==> src/rtl/axi_lite_master.sv <==
// AXI4-lite initiator: one CPU-side request becomes one AXI4-lite write or read, response returned on rsp_*.
// Latency (zero-wait slave): request accepted in cycle T, AW/W or AR handshake T+1, B/R at T+2, rsp_valid at T+3.
// Backpressure: req_ready only in IDLE (one transaction in flight); every AXI VALID holds until its READY arrives.
module axi_lite_master #(
  parameter int ADDR_WIDTH = 32,
  parameter int DATA_WIDTH = 32
) (
  input  logic                      ACLK,
  input  logic                      ARESETn,
  // CPU-side request / response
  input  logic                      req_valid,
  output logic                      req_ready,
  input  logic                      req_write,
  input  logic [ADDR_WIDTH-1:0]     req_addr,
  input  logic [DATA_WIDTH-1:0]     req_wdata,
  input  logic [DATA_WIDTH/8-1:0]   req_wstrb,
  output logic                      rsp_valid,
  output logic [DATA_WIDTH-1:0]     rsp_rdata,
  output logic                      rsp_err,
  // write address channel
  output logic                      AWVALID,
  input  logic                      AWREADY,
  output logic [ADDR_WIDTH-1:0]     AWADDR,
  output logic [2:0]                AWPROT,
  // write data channel
  output logic                      WVALID,
  input  logic                      WREADY,
  output logic [DATA_WIDTH-1:0]     WDATA,
  output logic [DATA_WIDTH/8-1:0]   WSTRB,
  // write response channel
  input  logic                      BVALID,
  output logic                      BREADY,
  input  logic [1:0]                BRESP,
  // read address channel
  output logic                      ARVALID,
  input  logic                      ARREADY,
  output logic [ADDR_WIDTH-1:0]     ARADDR,
  output logic [2:0]                ARPROT,
  // read data channel
  input  logic                      RVALID,
  output logic                      RREADY,
  input  logic [DATA_WIDTH-1:0]     RDATA,
  input  logic [1:0]                RRESP
);

  localparam int STRB_WIDTH = DATA_WIDTH / 8;

  typedef enum logic [2:0] {
    S_IDLE    = 3'd0,
    S_WR_REQ  = 3'd1,
    S_WR_RESP = 3'd2,
    S_RD_ADDR = 3'd3,
    S_RD_DATA = 3'd4,
    S_RESP    = 3'd5
  } state_t;

  state_t                  r_state;
  state_t                  w_next;

  logic [ADDR_WIDTH-1:0]   r_addr;
  logic [DATA_WIDTH-1:0]   r_wdata;
  logic [STRB_WIDTH-1:0]   r_wstrb;
  // Each VALID register doubles as the "handshake still pending" flag for its channel.
  logic                    r_awvalid;
  logic                    r_wvalid;
  logic                    r_arvalid;
  logic [DATA_WIDTH-1:0]   r_rsp_rdata;
  logic                    r_rsp_err;

  logic                    w_req_hs;
  logic                    w_aw_done;
  logic                    w_w_done;
  logic                    w_b_hs;
  logic                    w_r_hs;

  assign w_req_hs  = req_valid && (r_state == S_IDLE);
  // A channel counts as done if it already handshook or is handshaking this cycle.
  assign w_aw_done = !r_awvalid || AWREADY;
  assign w_w_done  = !r_wvalid  || WREADY;
  assign w_b_hs    = (r_state == S_WR_RESP) && BVALID;
  assign w_r_hs    = (r_state == S_RD_DATA) && RVALID;

  // State register; reset drops straight back to IDLE.
  always_ff @(posedge ACLK or negedge ARESETn) begin
    if (!ARESETn) r_state <= S_IDLE;
    else          r_state <= w_next;
  end

  // Next-state and state-decoded handshake outputs.
  always_comb begin
    w_next    = r_state;
    req_ready = 1'b0;
    BREADY    = 1'b0;
    RREADY    = 1'b0;
    rsp_valid = 1'b0;
    case (r_state)
      S_IDLE: begin
        req_ready = 1'b1;
        if (req_valid) w_next = req_write ? S_WR_REQ : S_RD_ADDR;
      end
      S_WR_REQ: begin
        if (w_aw_done && w_w_done) w_next = S_WR_RESP;
      end
      S_WR_RESP: begin
        BREADY = 1'b1;
        if (BVALID) w_next = S_RESP;
      end
      S_RD_ADDR: begin
        if (ARREADY) w_next = S_RD_DATA;
      end
      S_RD_DATA: begin
        RREADY = 1'b1;
        if (RVALID) w_next = S_RESP;
      end
      S_RESP: begin
        rsp_valid = 1'b1;
        w_next    = S_IDLE;
      end
      default: w_next = S_IDLE;
    endcase
  end

  // Capture the request payload on acceptance; held afterwards as the channel address/data.
  always_ff @(posedge ACLK or negedge ARESETn) begin
    if (!ARESETn) begin
      r_addr  <= '0;
      r_wdata <= '0;
      r_wstrb <= '0;
    end else if (w_req_hs) begin
      r_addr  <= req_addr;
      r_wdata <= req_wdata;
      r_wstrb <= req_wstrb;
    end
  end

  // Channel VALIDs: raised on acceptance, each dropped after its own handshake.
  always_ff @(posedge ACLK or negedge ARESETn) begin
    if (!ARESETn) begin
      r_awvalid <= 1'b0;
      r_wvalid  <= 1'b0;
      r_arvalid <= 1'b0;
    end else if (w_req_hs) begin
      r_awvalid <= req_write;
      r_wvalid  <= req_write;
      r_arvalid <= !req_write;
    end else begin
      if (r_awvalid && AWREADY) r_awvalid <= 1'b0;
      if (r_wvalid  && WREADY)  r_wvalid  <= 1'b0;
      if (r_arvalid && ARREADY) r_arvalid <= 1'b0;
    end
  end

  // Response payload, held until the next B or R is taken.
  always_ff @(posedge ACLK or negedge ARESETn) begin
    if (!ARESETn) begin
      r_rsp_rdata <= '0;
      r_rsp_err   <= 1'b0;
    end else if (w_b_hs) begin
      r_rsp_rdata <= '0;
      r_rsp_err   <= |BRESP;
    end else if (w_r_hs) begin
      r_rsp_rdata <= RDATA;
      r_rsp_err   <= |RRESP;
    end
  end

  assign AWVALID   = r_awvalid;
  assign AWADDR    = r_addr;
  assign AWPROT    = 3'b000;
  assign WVALID    = r_wvalid;
  assign WDATA     = r_wdata;
  assign WSTRB     = r_wvalid ? r_wstrb : '0;
  assign ARVALID   = r_arvalid;
  assign ARADDR    = r_addr;
  assign ARPROT    = 3'b000;
  assign rsp_rdata = r_rsp_rdata;
  assign rsp_err   = r_rsp_err;

endmodule

==> config.mk <==
export PLATFORM = sky130hd
export DESIGN_NAME = axi_lite_master
export DESIGN_NICKNAME = d
export VERILOG_FILES = /design/src/rtl/axi_lite_master.sv
export SDC_FILE = /design/constraint.sdc
export NUM_CORES = 1
export LEC_CHECK = 0
export ABC_CLOCK_PERIOD_IN_PS = 4500
export BUFFER_PORTS_ARGS = -buffer_cell sky130_fd_sc_hd__buf_2
export CAP_MARGIN = 15
export CORE_MARGIN = 2
export CORE_UTILIZATION = 40
export DETAILED_ROUTE_END_ITERATION = 10
export PLACE_DENSITY_LB_ADDON = 0.08
export SYNTH_ARGS = -nofsm -noshare
export SYNTH_HDL_FRONTEND = slang
export SYNTH_SLANG_ARGS = --single-unit
==> constraint.sdc <==
create_clock -name ACLK -period 4.5 [get_ports ACLK]
set_clock_uncertainty 0.2 [all_clocks]
set_input_delay 0 -clock ACLK [delete_from_list [all_inputs] [get_ports ACLK]]
set_output_delay 0 -clock ACLK [all_outputs]
set_load 0.02 [all_outputs]
=== After elaboration in Yosys (flattened, before gate mapping) ===
Index checks and enable logic that the tools add are counted.

* Equal/unequal tests: 10
* Mux-type cells: 22
* Reduce and logical (&&, ||, !) cells: 20

{| class="wikitable"
|+ Operator list
! cell !! number
|-
| 32-bit 2-to-1 mux || 2
|-
| 3-bit 2-to-1 mux || 5
|-
| 3-bit case mux with 5 select lines || 1
|-
| 1-bit 2-to-1 mux || 12
|-
| 2-bit inequality test, second input constant || 5
|-
| 2-bit nonzero test || 4
|-
| 1-bit logical AND || 7
|-
| 3-bit by 2-bit equality test with 1-bit output, second input constant || 2
|-
| 3-bit equality test, second input constant || 2
|-
| 5-bit AND reduction || 1
|-
| 4-bit 2-to-1 mux || 1
|-
| 2-bit OR reduction || 2
|-
| 3-bit by 1-bit equality test with 1-bit output, second input constant || 1
|-
| 1-bit zero test || 3
|-
| 3-bit zero test || 1
|-
| 1-bit logical OR || 2
|-
| 2-bit 2-to-1 mux || 1
|}

* Flip-flop bits (word level): 107
* Input port bits: 113
* Output and inout port bits: 146
* Word-level logic and storage cells: 61

=== Longest topological paths before layout ===
* Depth after elaboration: 5
* Mapped depth: 6

=== Least setup slack after synthesis ===
No wires, ideal clock.

* Path type: reg-to-reg
* From: register r_state[0]
* To: register r_addr[0] (netlist: ARADDR[0])
* Data arrival time: 1,397 ps
* Required time: 4,173 ps
* Path slack: 2,776 ps
* Stages on the path, launching flop included: 6
* Buffers on the path: 3
* Clock period less this slack: 1,724 ps
* Path through: dfrtp_1 > buf_2 > nor4b_2 > buf_4 > buf_6 > mux2_1

* Longest elaborated chain between the ends: 2

{| class="wikitable"
|+ RTL lines
! what !! line !! RTL
|-
| start: declaration || 57 || <nowiki>state_t r_state;</nowiki>
|-
| start signal: assignment || 86 || <nowiki>else r_state <= w_next;</nowiki>
|-
| 3-bit zero test || 76 || <nowiki>assign w_req_hs = req_valid && (r_state == S_IDLE);</nowiki>
|-
| 1-bit logical AND || 76 ||
|-
| end signal: assignment || 130 || <nowiki>r_addr <= req_addr;</nowiki>
|-
| end: declaration || 60 || <nowiki>logic [ADDR_WIDTH-1:0] r_addr;</nowiki>
|}

No other way between the ends.
A chain may end at the register's enable or synchronous reset.

=== Final worst setup path ===
* From: register r_state[1]
* To: register r_rsp_err (netlist: rsp_err)

* Longest elaborated chain between the ends: 3
* Elaborated cells on any way between the ends: 6
* Classes of those cells: eq/ne: 2; mux: 1; reduce/logical: 3

{| class="wikitable"
|+ RTL lines
! what !! line !! RTL
|-
| 3-bit by 2-bit equality test with 1-bit output / 3-bit equality test (equally long branches) || 80, 81 ||
|-
| 1-bit logical AND (on tied branches) || 80, 81 ||
|-
| 1-bit 2-to-1 mux / 2-bit nonzero test (equally long branches) || n/a ||
|-
| end signal: assignment || 160 || <nowiki>r_rsp_err <= |BRESP;</nowiki>
|-
| end signal: assignment || 163 || <nowiki>r_rsp_err <= |RRESP;</nowiki>
|-
| end: declaration || 68 || <nowiki>logic r_rsp_err;</nowiki>
|}

Parallel ways exist; a longest one is shown, timed or not.

==> results.py <==
metrics = {
    "power_and_ir_drop": {
        "power.density_nw_per_um2": 654,
        "vdd_ir_drop_max_mv": 0.379,
        "switchingPower_mw": 1.95,
        "p_comb_share_pct": 49.6,
        "intPower_mw": 2.50,
        "p_leak_nw": 3.49,
        "power_frac_seq_pct": 38.0,
        "p_total_mw": 4.46,
        "p_sw_share_pct": 43.8,
        "power_frac_clock_pct": 12.5,
    },
    "worst_setup_path": {
        "crit_start": "r_state[1]$_DFFE_PN0P_",
        "worstPathRequired_ns": 4.62,
        "critPathMaxFanout": 34,
        "reg2reg_depth": 6,
        "crit-reg2reg-launch": "r_state[1]$_DFFE_PN0P_",
        "reg2reg_to": "rsp_err$_DFFE_PN0P_",
        "cp-start-kind": "register",
        "critical_path.endpoint": "rsp_err$_DFFE_PN0P_",
        "reg2reg_setup_slack_ns": 1.44,
        "endpoint_kind": "register",
        "arrival_time_reported_for_the_critical_path_endpoint_ns": 3.18,
        "critPathKind": "reg2reg",
    },
    "layout": {
        "post_route_cells_drive_above_1_share_pct": 43.5,
        "insertedDiodeCount": 0,
        "final_net_count": 742,
        "syn_to_final_growth_pct": 54.1,
        "post_route_insts_no_fill": 774,
    },
    "synth": {
        "synthCells": 299,
        "synth.yosys.warnings": 0,
        "synthesis.area_per_instance_um2": 14.8,
        "synth_seq_cells": 107,
        "synth.distinct_cells": 30,
        "mappedNetlistArea_um2": 4420,
        "seq_area_frac_synth_pct": 60.6,
    },
    "cts": {
        "cts-buffers-inserted": 9,
        "clock-root-buffer": "sky130_fd_sc_hd__clkbuf_8",
        "cts_tree": "done",
        "post_cts.resized_instances": 0,
        "max-clock-path-buffers": 2,
        "clkSlewWorstSetupHoldPaths_ns": 0.10,
        "numClockSinks": 107,
        "clock_latency_ns": 0.37,
        "postCtsSetupBuffers": 0,
        "ctsHtreeMaxLevel": 3,
    },
    "grt": {
        "globalRoute.totalOverflow": 0,
        "largest_net_degree_at_the_start_of_global_routing": 65,
        "first_global_vias": 3650,
        "first_pass_grt_wire_length_um": 17600,
        "grt_use_total_pct": 19.1,
        "initial_antenna_violation_count": 0,
    },
    "job": {
        "cap_violations": 0,
    },
    "routing": {
        "drc": 0,
        "drt-total-wl_um": 11500,
        "antenna_left": 0,
        "drt_iter0_drc": 145,
        "drt_pre_antenna_iters": 4,
        "wire_length_per_cell_after_detailed_routing_um": 14.9,
        "via_count": 3624,
        "drt-vias-per-instance": 4.68,
    },
    "floorplanning": {
        "start_util_pct": 41.0,
        "floorplan.rows": 38,
        "coreArea_um2": 10800,
        "die_width_um": 109,
        "io_pins": 259,
        "die_area_um2": 11900,
        "die_y_um": 109,
    },
    "place": {
        "gp_congestion": 0.826,
        "place.detailed.instances": 645,
        "buffer_ports.inserted": 252,
        "detailedPlacementHpwl_um": 7300,
    },
    "sta": {
        "final-hold-violation-count": 0,
        "fin_max_slew_vios": 0,
        "worst-slew-pin-transition_ns": 1.00,
        "setup_viol": 0,
        "timing.max_slew.rel_slack_pct": 33.0,
        "grt_setup_unrepaired": "false",
        "clock.fmax_mhz": 326,
        "post-route-period-util_pct": 68.1,
        "timing.setup.tns_ns": 0,
        "timing.hold.ws_ns": 0.0301,
        "finalWorstPathRequiredPeriod_ns": 3.06,
    },
    "min_path": {
        "timing.hold.worst.class": "in2async",
    },
    "status": {
        "outcome": "complete, no violations",
    },
}
worst max-delay path: stages, from the launching register on:
cell and delay, ns:
sky130_fd_sc_hd__dfrtp_1 0.58, sky130_fd_sc_hd__nor4bb_4 0.43, sky130_fd_sc_hd__buf_4 0.42, sky130_fd_sc_hd__o21a_1 0.18, sky130_fd_sc_hd__dlygate4sd3_1 0.56, sky130_fd_sc_hd__a221o_1 0.10
sky130_fd_sc_hd__dlygate4sd3_1 0.54
cell type report:
cell class | instances | area, µm²
clock buffers | 9 | 124
inverters | 2 | 7.51
well taps | 140 | 175
fillers | 844 | 3980
flip-flops and latches | 107 | 2680
repair buffers | 369 | 2420
clock inverters | 7 | 60.1
multi-input cells | 140 | 1340
power groups by stage:
stage / Clock, mW / Sequential [mW] / Combinational [mW]
after floorplan: 0 / 2.19 / 1.08
after global placement: 0 / 1.69 / 2.09
after detailed placement: 0 / 1.71 / 2.12
after CTS: 0.579 / 1.69 / 2.22
after global routing: 0.614 / 1.76 / 2.36
final: 0.556 / 1.69 / 2.21
placed cells by master (no fill, tap or decap), drive strengths merged, types with 2 or more instances in the layout:
cell,synthesis,routed
a22o,32,32
conb,1,6
o21ai,2,2
nand2,3,3
buf,54,256
dfrtp,107,107
nor2,2,2
inv,2,4
o21a,2,2
and2,4,4
clkinv,0,4
mux2,68,68
nand2b,4,4
dlygate4sd3,0,113
clkbuf,1,9
nor3,3,3
how the worst min path moves through the flow:
stage,end,from,depth (start not counted),slack [ns]
after floorplan,ARADDR[0]$_DFFE_PN0P_,ARESETn,0,-0.50
after global placement,WDATA[21]$_DFFE_PN0P_,ARESETn,1,-0.06
after detailed placement,WDATA[22]$_DFFE_PN0P_,ARESETn,1,-0.05
after CTS,rsp_rdata[23]$_DFFE_PN0P_,ARESETn,2,0.07
after global routing,WDATA[22]$_DFFE_PN0P_,ARESETn,2,0.12
final,WDATA[22]$_DFFE_PN0P_,ARESETn,2,0.03
per-stage QoR:
| step | utilization, % | worst slack, ns | area (µm²) |
|---|---|---|---|
| after floorplan | - | 2.78 | 4440 |
| after global placement | 50.9 | 2.34 | 5500 |
| after detailed placement | 50.9 | 2.28 | 5500 |
| after CTS | 63.1 | 1.48 | 6810 |
| after global routing | 63.1 | 1.28 | 6810 |
| final | 63.1 | 1.44 | 6810 |
cells by family (layout without fill, tap and decap cells):
group                  count (synthesis)  count (layout)  share of synthesized area (%)
muxes                                 69              69                           17.5
other                                  1               6                         0.0848
and+or+nand+nor                       20              20                           2.72
buffers and inverters                 57             387                           10.0
AOI/OAI and AO/OA                     45              45                           9.03
DFF                                  107             107                           60.6
cell usage after synthesis:
| master | number | area [µm²] |
|---|---|---|
| sky130_fd_sc_hd__a2111oi_0 | 1 | 8.76 |
| sky130_fd_sc_hd__a21o_1 | 1 | 7.51 |
| sky130_fd_sc_hd__a21oi_1 | 1 | 5.00 |
| sky130_fd_sc_hd__a221o_1 | 1 | 10.0 |
| sky130_fd_sc_hd__a221oi_1 | 1 | 8.76 |
| sky130_fd_sc_hd__a22o_1 | 32 | 280 |
| sky130_fd_sc_hd__a311o_1 | 1 | 10.0 |
| sky130_fd_sc_hd__a31o_2 | 1 | 8.76 |
| sky130_fd_sc_hd__a41oi_4 | 1 | 27.5 |
| sky130_fd_sc_hd__and2_1 | 4 | 25.0 |
| sky130_fd_sc_hd__and3_1 | 1 | 6.26 |
| sky130_fd_sc_hd__buf_2 | 4 | 20.0 |
| sky130_fd_sc_hd__buf_4 | 40 | 300 |
| sky130_fd_sc_hd__buf_6 | 10 | 113 |
| sky130_fd_sc_hd__clkbuf_1 | 1 | 3.75 |
| sky130_fd_sc_hd__conb_1 | 1 | 3.75 |
| sky130_fd_sc_hd__dfrtp_1 | 107 | 2680 |
| sky130_fd_sc_hd__inv_1 | 2 | 7.51 |
| sky130_fd_sc_hd__mux2_1 | 68 | 766 |
| sky130_fd_sc_hd__mux2i_1 | 1 | 10.0 |
| sky130_fd_sc_hd__nand2_1 | 3 | 11.3 |
| sky130_fd_sc_hd__nand2b_1 | 4 | 25.0 |
| sky130_fd_sc_hd__nand3_1 | 1 | 5.00 |
| sky130_fd_sc_hd__nor2_1 | 2 | 7.51 |
| sky130_fd_sc_hd__nor3_1 | 3 | 15.0 |
| sky130_fd_sc_hd__nor4b_2 | 1 | 15.0 |
| sky130_fd_sc_hd__nor4bb_1 | 1 | 10.0 |
| sky130_fd_sc_hd__o211ai_1 | 1 | 7.51 |
| sky130_fd_sc_hd__o21a_1 | 2 | 15.0 |
| sky130_fd_sc_hd__o21ai_1 | 2 | 10.0 |
state kept, by name (all words and copies together), names as in the netlist, 3 cells and up:
name       count
WDATA         32
r_wstrb        4
rsp_rdata     32
ARADDR        32
r_state        3
what timing repair did:
item	in CTS	in global routing
hold endpoints to repair	170	0
endpoints found under the setup margin	0	0
hold buffers	113	0
routing by layer:
| metal | track usage, % | vias up | wire (µm) |
|---|---|---|---|
| li1 | - | 1677 | - |
| met1 | 23.0 | 1755 | 4550 |
| met2 | 33.3 | 174 | 5870 |
| met3 | 3.71 | 18 | 873 |
| met4 | 7.88 | 0 | 248 |
| met5 | 0 | - | 0 |
(Power assumes the default switching activity.)
